$ cat config.mk
export PLATFORM = sky130hd
export DESIGN_NAME = key_event_detect
export DESIGN_NICKNAME = d
export VERILOG_FILES = /design/src/rtl/key_event_detect.sv
export SDC_FILE = /design/constraint.sdc
export NUM_CORES = 1
export LEC_CHECK = 0
export CORE_MARGIN = 5
export CORE_UTILIZATION = 45
export CTS_CLUSTER_DIAMETER = 200
export DETAILED_ROUTE_END_ITERATION = 10
export PLACE_DENSITY = 0.7
export SETUP_SLACK_MARGIN = 0.4
export SLEW_MARGIN = 10
export SYNTH_ARGS = -nofsm -noshare
export SYNTH_HDL_FRONTEND = slang
export SYNTH_SLANG_ARGS = --single-unit
export TNS_END_PERCENT = 100
$ cat constraint.sdc
create_clock -name clk -period 2.5 [get_ports clk]
set_clock_uncertainty 0.05 [all_clocks]
set_input_delay 0.625 -clock clk [delete_from_list [all_inputs] [get_ports clk]]
set_output_delay 0.625 -clock clk [all_outputs]
set_load 0.03 [all_outputs]
$ cat src/rtl/key_event_detect.sv
// key_event_detect: multi-channel key synchroniser, debouncer and press/release/long/repeat event generator
module key_event_detect #(
  parameter int KEY_W  = 4,
  parameter int CNT_W  = 26,
  parameter int T_DEB  = 500_000,
  parameter int T_LONG = 25_000_000,
  parameter int T_RPT  = 5_000_000,
  parameter int RPT_EN = 1,
  parameter int ACT_LVL = 1
) (
  input  logic             clk,
  input  logic             rst_n,
  input  logic [KEY_W-1:0] key_in,
  output logic [KEY_W-1:0] key_state,
  output logic [KEY_W-1:0] key_press,
  output logic [KEY_W-1:0] key_release,
  output logic [KEY_W-1:0] key_long,
  output logic [KEY_W-1:0] key_rpt
);

  typedef enum logic [2:0] {IDLE, PDEB, HELD, LONG, RDEB} state_t;

  localparam logic [KEY_W-1:0] REL_LVL = (ACT_LVL != 0) ? '0 : '1;
  localparam logic [CNT_W-1:0] DEB_M   = CNT_W'(T_DEB - 1);
  localparam logic [CNT_W-1:0] LONG_M  = CNT_W'(T_LONG - 1);
  localparam logic [CNT_W-1:0] RPT_M   = CNT_W'(T_RPT - 1);

  logic [KEY_W-1:0] ff0, ff1, p;

  // Two-stage synchroniser; reset loads the released level so reset exit is silent
  always_ff @(posedge clk or negedge rst_n) begin
    if (!rst_n) begin
      ff0 <= REL_LVL;
      ff1 <= REL_LVL;
    end else begin
      ff0 <= key_in;
      ff1 <= ff0;
    end
  end

  assign p = (ACT_LVL != 0) ? ff1 : ~ff1;

  for (genvar g = 0; g < KEY_W; g++) begin : g_ch
    state_t           st, st_n;
    logic [CNT_W-1:0] tmr, tmr_n;
    logic             lng, lng_n, lvl, lvl_n;
    logic             prs, prs_n, rel, rel_n, lp, lp_n, rp, rp_n;

    // Next-state, timer and event decode; every state change clears the timer
    always_comb begin
      st_n  = st;
      tmr_n = tmr + 1'b1;
      lng_n = lng;
      lvl_n = lvl;
      prs_n = 1'b0;
      rel_n = 1'b0;
      lp_n  = 1'b0;
      rp_n  = 1'b0;
      case (st)
        IDLE: begin
          tmr_n = '0;
          if (p[g]) st_n = PDEB;
        end
        PDEB: begin
          if (!p[g]) begin
            st_n  = IDLE;
            tmr_n = '0;
          end else if (tmr == DEB_M) begin
            st_n  = HELD;
            tmr_n = '0;
            prs_n = 1'b1;
            lvl_n = 1'b1;
          end
        end
        HELD: begin
          if (!p[g]) begin
            st_n  = RDEB;
            tmr_n = '0;
          end else if (tmr == LONG_M) begin
            st_n  = LONG;
            tmr_n = '0;
            lp_n  = 1'b1;
            lng_n = 1'b1;
          end
        end
        LONG: begin
          if (!p[g]) begin
            st_n  = RDEB;
            tmr_n = '0;
          end else if (RPT_EN == 0) begin
            tmr_n = '0;
          end else if (tmr == RPT_M) begin
            tmr_n = '0;
            rp_n  = 1'b1;
          end
        end
        RDEB: begin
          if (p[g]) begin
            st_n  = lng ? LONG : HELD;
            tmr_n = '0;
          end else if (tmr == DEB_M) begin
            st_n  = IDLE;
            tmr_n = '0;
            rel_n = 1'b1;
            lvl_n = 1'b0;
            lng_n = 1'b0;
          end
        end
        default: begin
          st_n  = IDLE;
          tmr_n = '0;
        end
      endcase
    end

    // Per-channel state, timer, long flag and registered event outputs
    always_ff @(posedge clk or negedge rst_n) begin
      if (!rst_n) begin
        st  <= IDLE;
        tmr <= '0;
        lng <= 1'b0;
        lvl <= 1'b0;
        prs <= 1'b0;
        rel <= 1'b0;
        lp  <= 1'b0;
        rp  <= 1'b0;
      end else begin
        st  <= st_n;
        tmr <= tmr_n;
        lng <= lng_n;
        lvl <= lvl_n;
        prs <= prs_n;
        rel <= rel_n;
        lp  <= lp_n;
        rp  <= rp_n;
      end
    end

    assign key_state[g]   = lvl;
    assign key_press[g]   = prs;
    assign key_release[g] = rel;
    assign key_long[g]    = lp;
    assign key_rpt[g]     = rp;
  end

endmodule

==> results of run 1 <==
## synthesized netlist by cell type (all sizes together), types with 2 or more instances
master   number
a211oi        4
a21oi         7
a2bb2oi       4
and2          6
and3         28
and4          7
buf          27
clkbuf       21
dfrtp       148
ha            4
inv          19
nand2        50
nand2b       10
nand3        45
nand3b        7
nand4        34
nand4b        5
nor2        135
nor2b         9
nor3         28
nor3b         9
nor4         26
nor4b         4
nor4bb        4
o21ai         9
o21ba         2
o21bai        2
o31ai         2
or2           2
or3           8
or4           6
xnor2        41
xor2         55
## final cells by class
class	instances	area (sq um)
flip-flops and latches	148	3710
repair buffers	102	1050
clock inverters	12	155
multi-input cells	571	3940
clock buffers	20	457
inverters	19	71.3
well taps	220	275
fillers	1333	6870
## state kept, by name, indices dropped and copies added (netlist names)
name      flops
ff0           4
ff1           4
g_ch.lng      4
g_ch.lp       4
g_ch.lvl      4
g_ch.prs      4
g_ch.rel      4
g_ch.rp       4
g_ch.st      12
g_ch.tmr    104
## layer usage
layer / track usage (%) / vias to the layer above / routed length (microns)
met5: 0 / - / 0
met3: 4.19 / 30 / 518
li1: - / 2876 / -
met1: 21.7 / 2989 / 7530
met2: 27.2 / 107 / 8210
met4: 6.02 / 0 / 290
## cell usage in the layout, fill, tap and decap left out, types with 8 or more instances in the layout
cell type,n
nor3b_1,8
nand3_1,44
nand4_1,34
nor4_1,19
nand2_1,50
dfrtp_1,144
clkbuf_16,18
xor2_1,55
nor2_1,86
dlygate4sd2_1,11
nand2b_1,10
buf_4,54
xnor2_1,41
nor2_2,34
buf_12,8
nor2b_1,9
and3_1,26
inv_1,19
buf_6,10
nor2_4,15
dlymetal6s2s_1,9
nor3_1,24
o21ai_0,8
## how the worst max path moves through the flow
stage,endpoint,slack (ns),from
2_1_floorplan,g_ch[3].tmr[5],0.15,g_ch[3].tmr[6]
3_3_place_gp,g_ch[3].lng,0.09,g_ch[3].tmr[25]
3_5_place_dp,g_ch[3].lng,0.05,g_ch[3].tmr[25]
4_1_cts,g_ch[3].tmr[10],0.16,g_ch[3].tmr[25]
5_1_grt,g_ch[3].tmr[7],0.1,g_ch[3].tmr[25]
6_report,g_ch[3].tmr[7],0.16,g_ch[3].tmr[25]
## cells by family (layout without fill, tap and decap cells)
group / after synthesis / in the layout / synth area share (%)
flip-flops: 148 / 148 / 49.2
AND/OR/NAND/NOR: 426 / 426 / 29.6
XOR/XNOR: 96 / 96 / 11.2
AO/OA/AOI/OAI: 45 / 45 / 4.72
buffers and inverters: 67 / 153 / 4.65
adder cells (fa/ha/maj): 4 / 4 / 0.665
## worst reg2reg max path, cell delays in order (launching register included)
cell and delay (ns):
dfrtp_1 0.38, or4_4 0.54, or3_1 0.31, or4_4 0.48, a2bb2oi_4 0.22, buf_8 0.18
nor2_1 0.07
## power groups by stage
stage          Sequential [mW]  Combinational (mW)  Clock [mW]
2_1_floorplan             2.47              0.0801           0
3_3_place_gp              2.48               0.154           0
3_5_place_dp              2.48               0.154           0
4_1_cts                   2.44               0.197        2.68
5_1_grt                   2.44               0.263        2.79
6_report                  2.44               0.236        2.62
## repair_timing
action	4_1_cts	5_1_grt
setup buffers	20	17
endpoints found under the hold margin	0	0
resized for setup	71	90
pin swaps	37	29
setup endpoints to repair	123	132
cloned	6	1
## metrics by stage
| stage | worst slack (ns) | hold slack [ns] |
|---|---|---|
| floorplan | 0.150 | 0.279 |
| global placement | 0.0883 | 0.284 |
| detailed placement | 0.0514 | 0.287 |
| CTS | 0.159 | 0.0243 |
| global route | 0.0997 | 0.0334 |
| finish | 0.155 | 0.0310 |
==> flow_summary.toml, run 1 <==
[setup_path]
start_kind = "flop"
crit_chain = "or4_4, or3_1, or4_4, a2bb2oi_4, buf_8, nor2_1"
crit_cells = 6
timing.rr.end = "g_ch[3].tmr[7]"
crit_path_frequent_cell = "or4_4"
critPathSlowestCell = "or4_4"
worstSetupPathType = "flop to flop"
crit_arrival_ns = 2.60
reg2reg_slack_ns = 0.16
reg2reg_from = "g_ch[3].tmr[25]"
endpoint_kind = "flop"
required_ns = 2.76
r2r_cells = 6
slowest_delay_ns = 0.54
cp_num_buf_inv = 1
crit_family = "simple AND/OR/NAND/NOR gates"
cp_max_fo = 14

[synth]
ys.flop_type = "dfrtp_1"
synth_nets = 796
synth_top_cells_by_area = "dfrtp_1 49%, nor2_1 6.7%, xor2_1 6.4%"
ys_ff_latch = 148
synth_edf_count = 0
synthCells = 786
synth_warnings = 0
async_flop_share_pct = 100
ys_seq_area_share_pct = 49.2
netlist_area_sq_um = 7530
syn_avg_cell_area_sq_um = 9.58
yosysTopAreaCellShare_pct = 49.2
yosysTopAreaCell = "dfrtp_1"
synth_cell_types = 57

[routing]
wl_per_cell_microns = 15.2
drt_wl_total_microns = 16500
dr_total_vias = 6002
drc = 0
ant_nets = 0
drt-vias-per-instance = 5.50
dr.pass1.iters = 4
drt-initial-drc-count = 428

[cells_and_area]
fin_cells = 1092
fin_util_pct = 58.5
finalInstanceArea_sq_um = 9660
area_delta_synth_final_pct = 28.3
drive_above_1_share_pct = 23.9
nets = 869
diodes = 0

[status]
status = "finished, final reports clean"

[place]
place_inst = 1016
dpl_cell_area_sq_um = 8080
dp_hpwl_microns = 10100
io_buffers = 25
gp_congestion = 0.831

[die]
coreArea_sq_um = 16500
start_util_pct = 45.6
rows = 47
die_h_microns = 139
die_area_sq_um = 19400
die_w_microns = 139
num_io_pins = 26

[timing]
max_freq_mhz = 426
period_share_pct = 93.8
tns_ns = 0
worst_pin_slew_ns = 0.569
hold_violations = 0
setup_viol = 0
rsz0062_at_grt = "true"
maxSlewHeadroom_pct = 61.5
period_needed_ns = 2.34
finalMaxSlewViolations = 0

[clock_network]
cts-root-buf = "clkbuf_16"
clk_pin_slew_ns = 0.06
cts_hold_buf = 0
cts_buffer_depth = 2
h-tree-depth = 4
cts_sinks = 148
cts_tree = "built"
numCtsBuffers = 17
clk_latency_ns = 0.42

[pwr]
p_comb_share_pct = 4.5
p_clk_share_pct = 49.5
share_seq_of_total_power_pct = 46.0
finalPower_mw = 5.29
swShare_pct = 21.9
intPower_mw = 4.13
switchingPower_mw = 1.16
vdd_ir_drop_max_uv = 441
leakage_nw = 4.08
powerDensity_nw_per_um2 = 548

[hold_path]
hold_path.class = "input port to async pin"

[grt]
antenna_found_initial = 0
grt_max_degree = 67
grt_pass1_wl_microns = 27000
grt_pass1_vias = 5703
grt_use_total_pct = 16.7
overflow = 0

[flow_run]
max_cap_violations = 0
(Power assumes the default switching activity.)
==> run 2: changes to the inputs <==
CORE_ASPECT_RATIO = 0.8   (was not set)
REMOVE_ABC_BUFFERS = 1   (was not set)
==> flow_summary.toml, run 2 (synthesized netlist as in run 1, its figures left out) <==
[timing]
hold_ws_ns = 0.0877
setup_viol = 0
tns_ns = 0
worst_pin_slew_ns = 0.524
period_share_pct = 94.5
finalMaxSlewViolations = 0
hold_violations = 0
setup_slack_ns = 0.137
rsz0062_at_grt = "true"
period_needed_ns = 2.36
max_freq_mhz = 423
maxSlewHeadroom_pct = 64.6

[clock_network]
cts_sinks = 148
cts_tree = "built"
cts_buffer_depth = 2
cts-root-buf = "clkbuf_16"
cts_hold_buf = 0
clk_latency_ns = 0.43
numCtsBuffers = 17
clk_pin_slew_ns = 0.06
h-tree-depth = 4

[die]
num_io_pins = 26
start_util_pct = 45.6
die_h_microns = 126
coreArea_sq_um = 16500
rows = 42
die_area_sq_um = 19400
die_w_microns = 155

[place]
place_inst = 1023
dp_slack_ns = -0.0622
dpl_cell_area_sq_um = 8140
io_buffers = 25
dp_hpwl_microns = 10300
gp_congestion = 0.834

[grt]
grt_pass1_vias = 5533
grt_pass1_wl_microns = 28200
overflow = 0
grt_max_degree = 51
antenna_found_initial = 0
grt_use_total_pct = 17.7

[cells_and_area]
top_regs = "g_ch.tmr (104), g_ch.st (12)"
largest_register = "g_ch.tmr"
finalInstanceArea_sq_um = 9700
nets = 869
fin_util_pct = 58.8
n_fill_cell = 1357
mostFrequentLayoutCell = "dfrtp_1"
fin_cells = 1090
area_delta_synth_final_pct = 28.8
largest_reg_flops = 104
drive_above_1_share_pct = 22.9
diodes = 0
final_cell_mix = "143 x dfrtp_1, 93 x nor2_1, 56 x buf_4"

[flow_run]
max_cap_violations = 0

[status]
status = "finished, final reports clean"

[setup_path]
slowest_delay_ns = 0.55
r2r_cells = 7
worstSetupPathType = "flop to flop"
start_kind = "flop"
cp_max_fo = 7
reg2reg_from = "g_ch[0].tmr[10]"
critPathSlowestCell = "or4b_4"
startpoint = "g_ch[0].tmr[10]"
reg2reg_slack_ns = 0.14
crit_chain = "or4b_4, nor4_4, buf_4, nand4b_1, a221oi_4, clkbuf_16, nor2_4"
timing.rr.end = "g_ch[0].tmr[7]"
required_ns = 2.75
endpoint_kind = "flop"
crit_path_end = "g_ch[0].tmr[7]"
crit_arrival_ns = 2.62

[routing]
drt-vias-per-instance = 5.56
ant_nets = 0
wl_per_cell_microns = 15.8
dr_total_vias = 6058
drc = 0
drt-initial-drc-count = 488
drt_wl_total_microns = 17200
dr.pass1.iters = 6

[pwr]
vdd_ir_drop_max_uv = 487
leakage_nw = 4.06
finalPower_mw = 5.26
powerDensity_nw_per_um2 = 542

[hold_path]
hold_path.class = "input port to async pin"
run 2: cell types whose count changed in the layout (fill, tap and decap cells not counted), moves of 2 or more:
cell / change
nor2_4: +17
nor2_1: +7
nor2b_4: +2
clkinvlp_4: -3
buf_12: -2
buf_8: -2
nor2_2: -24
a2bb2oi_2: -2
nor4_1: -2
a2bb2oi_1: +2
nor4_4: +3
buf_4: +2
nor2b_1: -2
run 2: critical path: cells and delay by family, from the launching register on:
family	cells	cell delay [ns]
AO/OA/AOI/OAI	1	0.47
buffers and inverters	2	0.41
flip-flops	1	0.38
AND/OR/NAND/NOR	4	0.93
run 2: cell type report:
cell class                 instances  area, sq um  area share [%]
inverter                          19         71.3           0.735
sequential                       148         3710            38.3
clock buffer                      21          470            4.85
tap                              220          275            2.84
multi-input combinational        571         4010            41.3
clock inverter                     9          129            1.33
timing repair buffer             102         1030            10.6
run 2: repair_timing:
item / in CTS / in global routing
pin swaps: 28 / 47
gates resized for setup: 67 / 97
buffers inserted: 17 / 15
endpoints found under the setup margin: 131 / 114
cloned: 3 / 2
hold endpoints to repair: 0 / 0
run 2: worst min-delay path by stage:
stage / slack, ns / cells after the start / end
floorplan: 0.28 / 0 / ff0[0]
global placement: 0.28 / 0 / ff1[3]
detailed placement: 0.29 / 0 / ff1[1]
CTS: 0.10 / 1 / g_ch[1].lp
global route: 0.13 / 1 / g_ch[1].prs
finish: 0.09 / 1 / g_ch[1].lp
run 2: layer usage:
metal  track usage [%]  vias up  routed length, microns
met4              4.67        0                     301
met1              26.8     2980                    8240
met5                 0        -                       0
met3              4.05       36                     879
met2              25.8      168                    7820
li1                  -     2874                       -
run 2: where the power goes:
group          leakage (nW)  switching (mW)  internal (mW)
Combinational          1.74           0.140         0.0895
Sequential             2.03          0.0253           2.41
Clock                 0.291           0.957           1.63
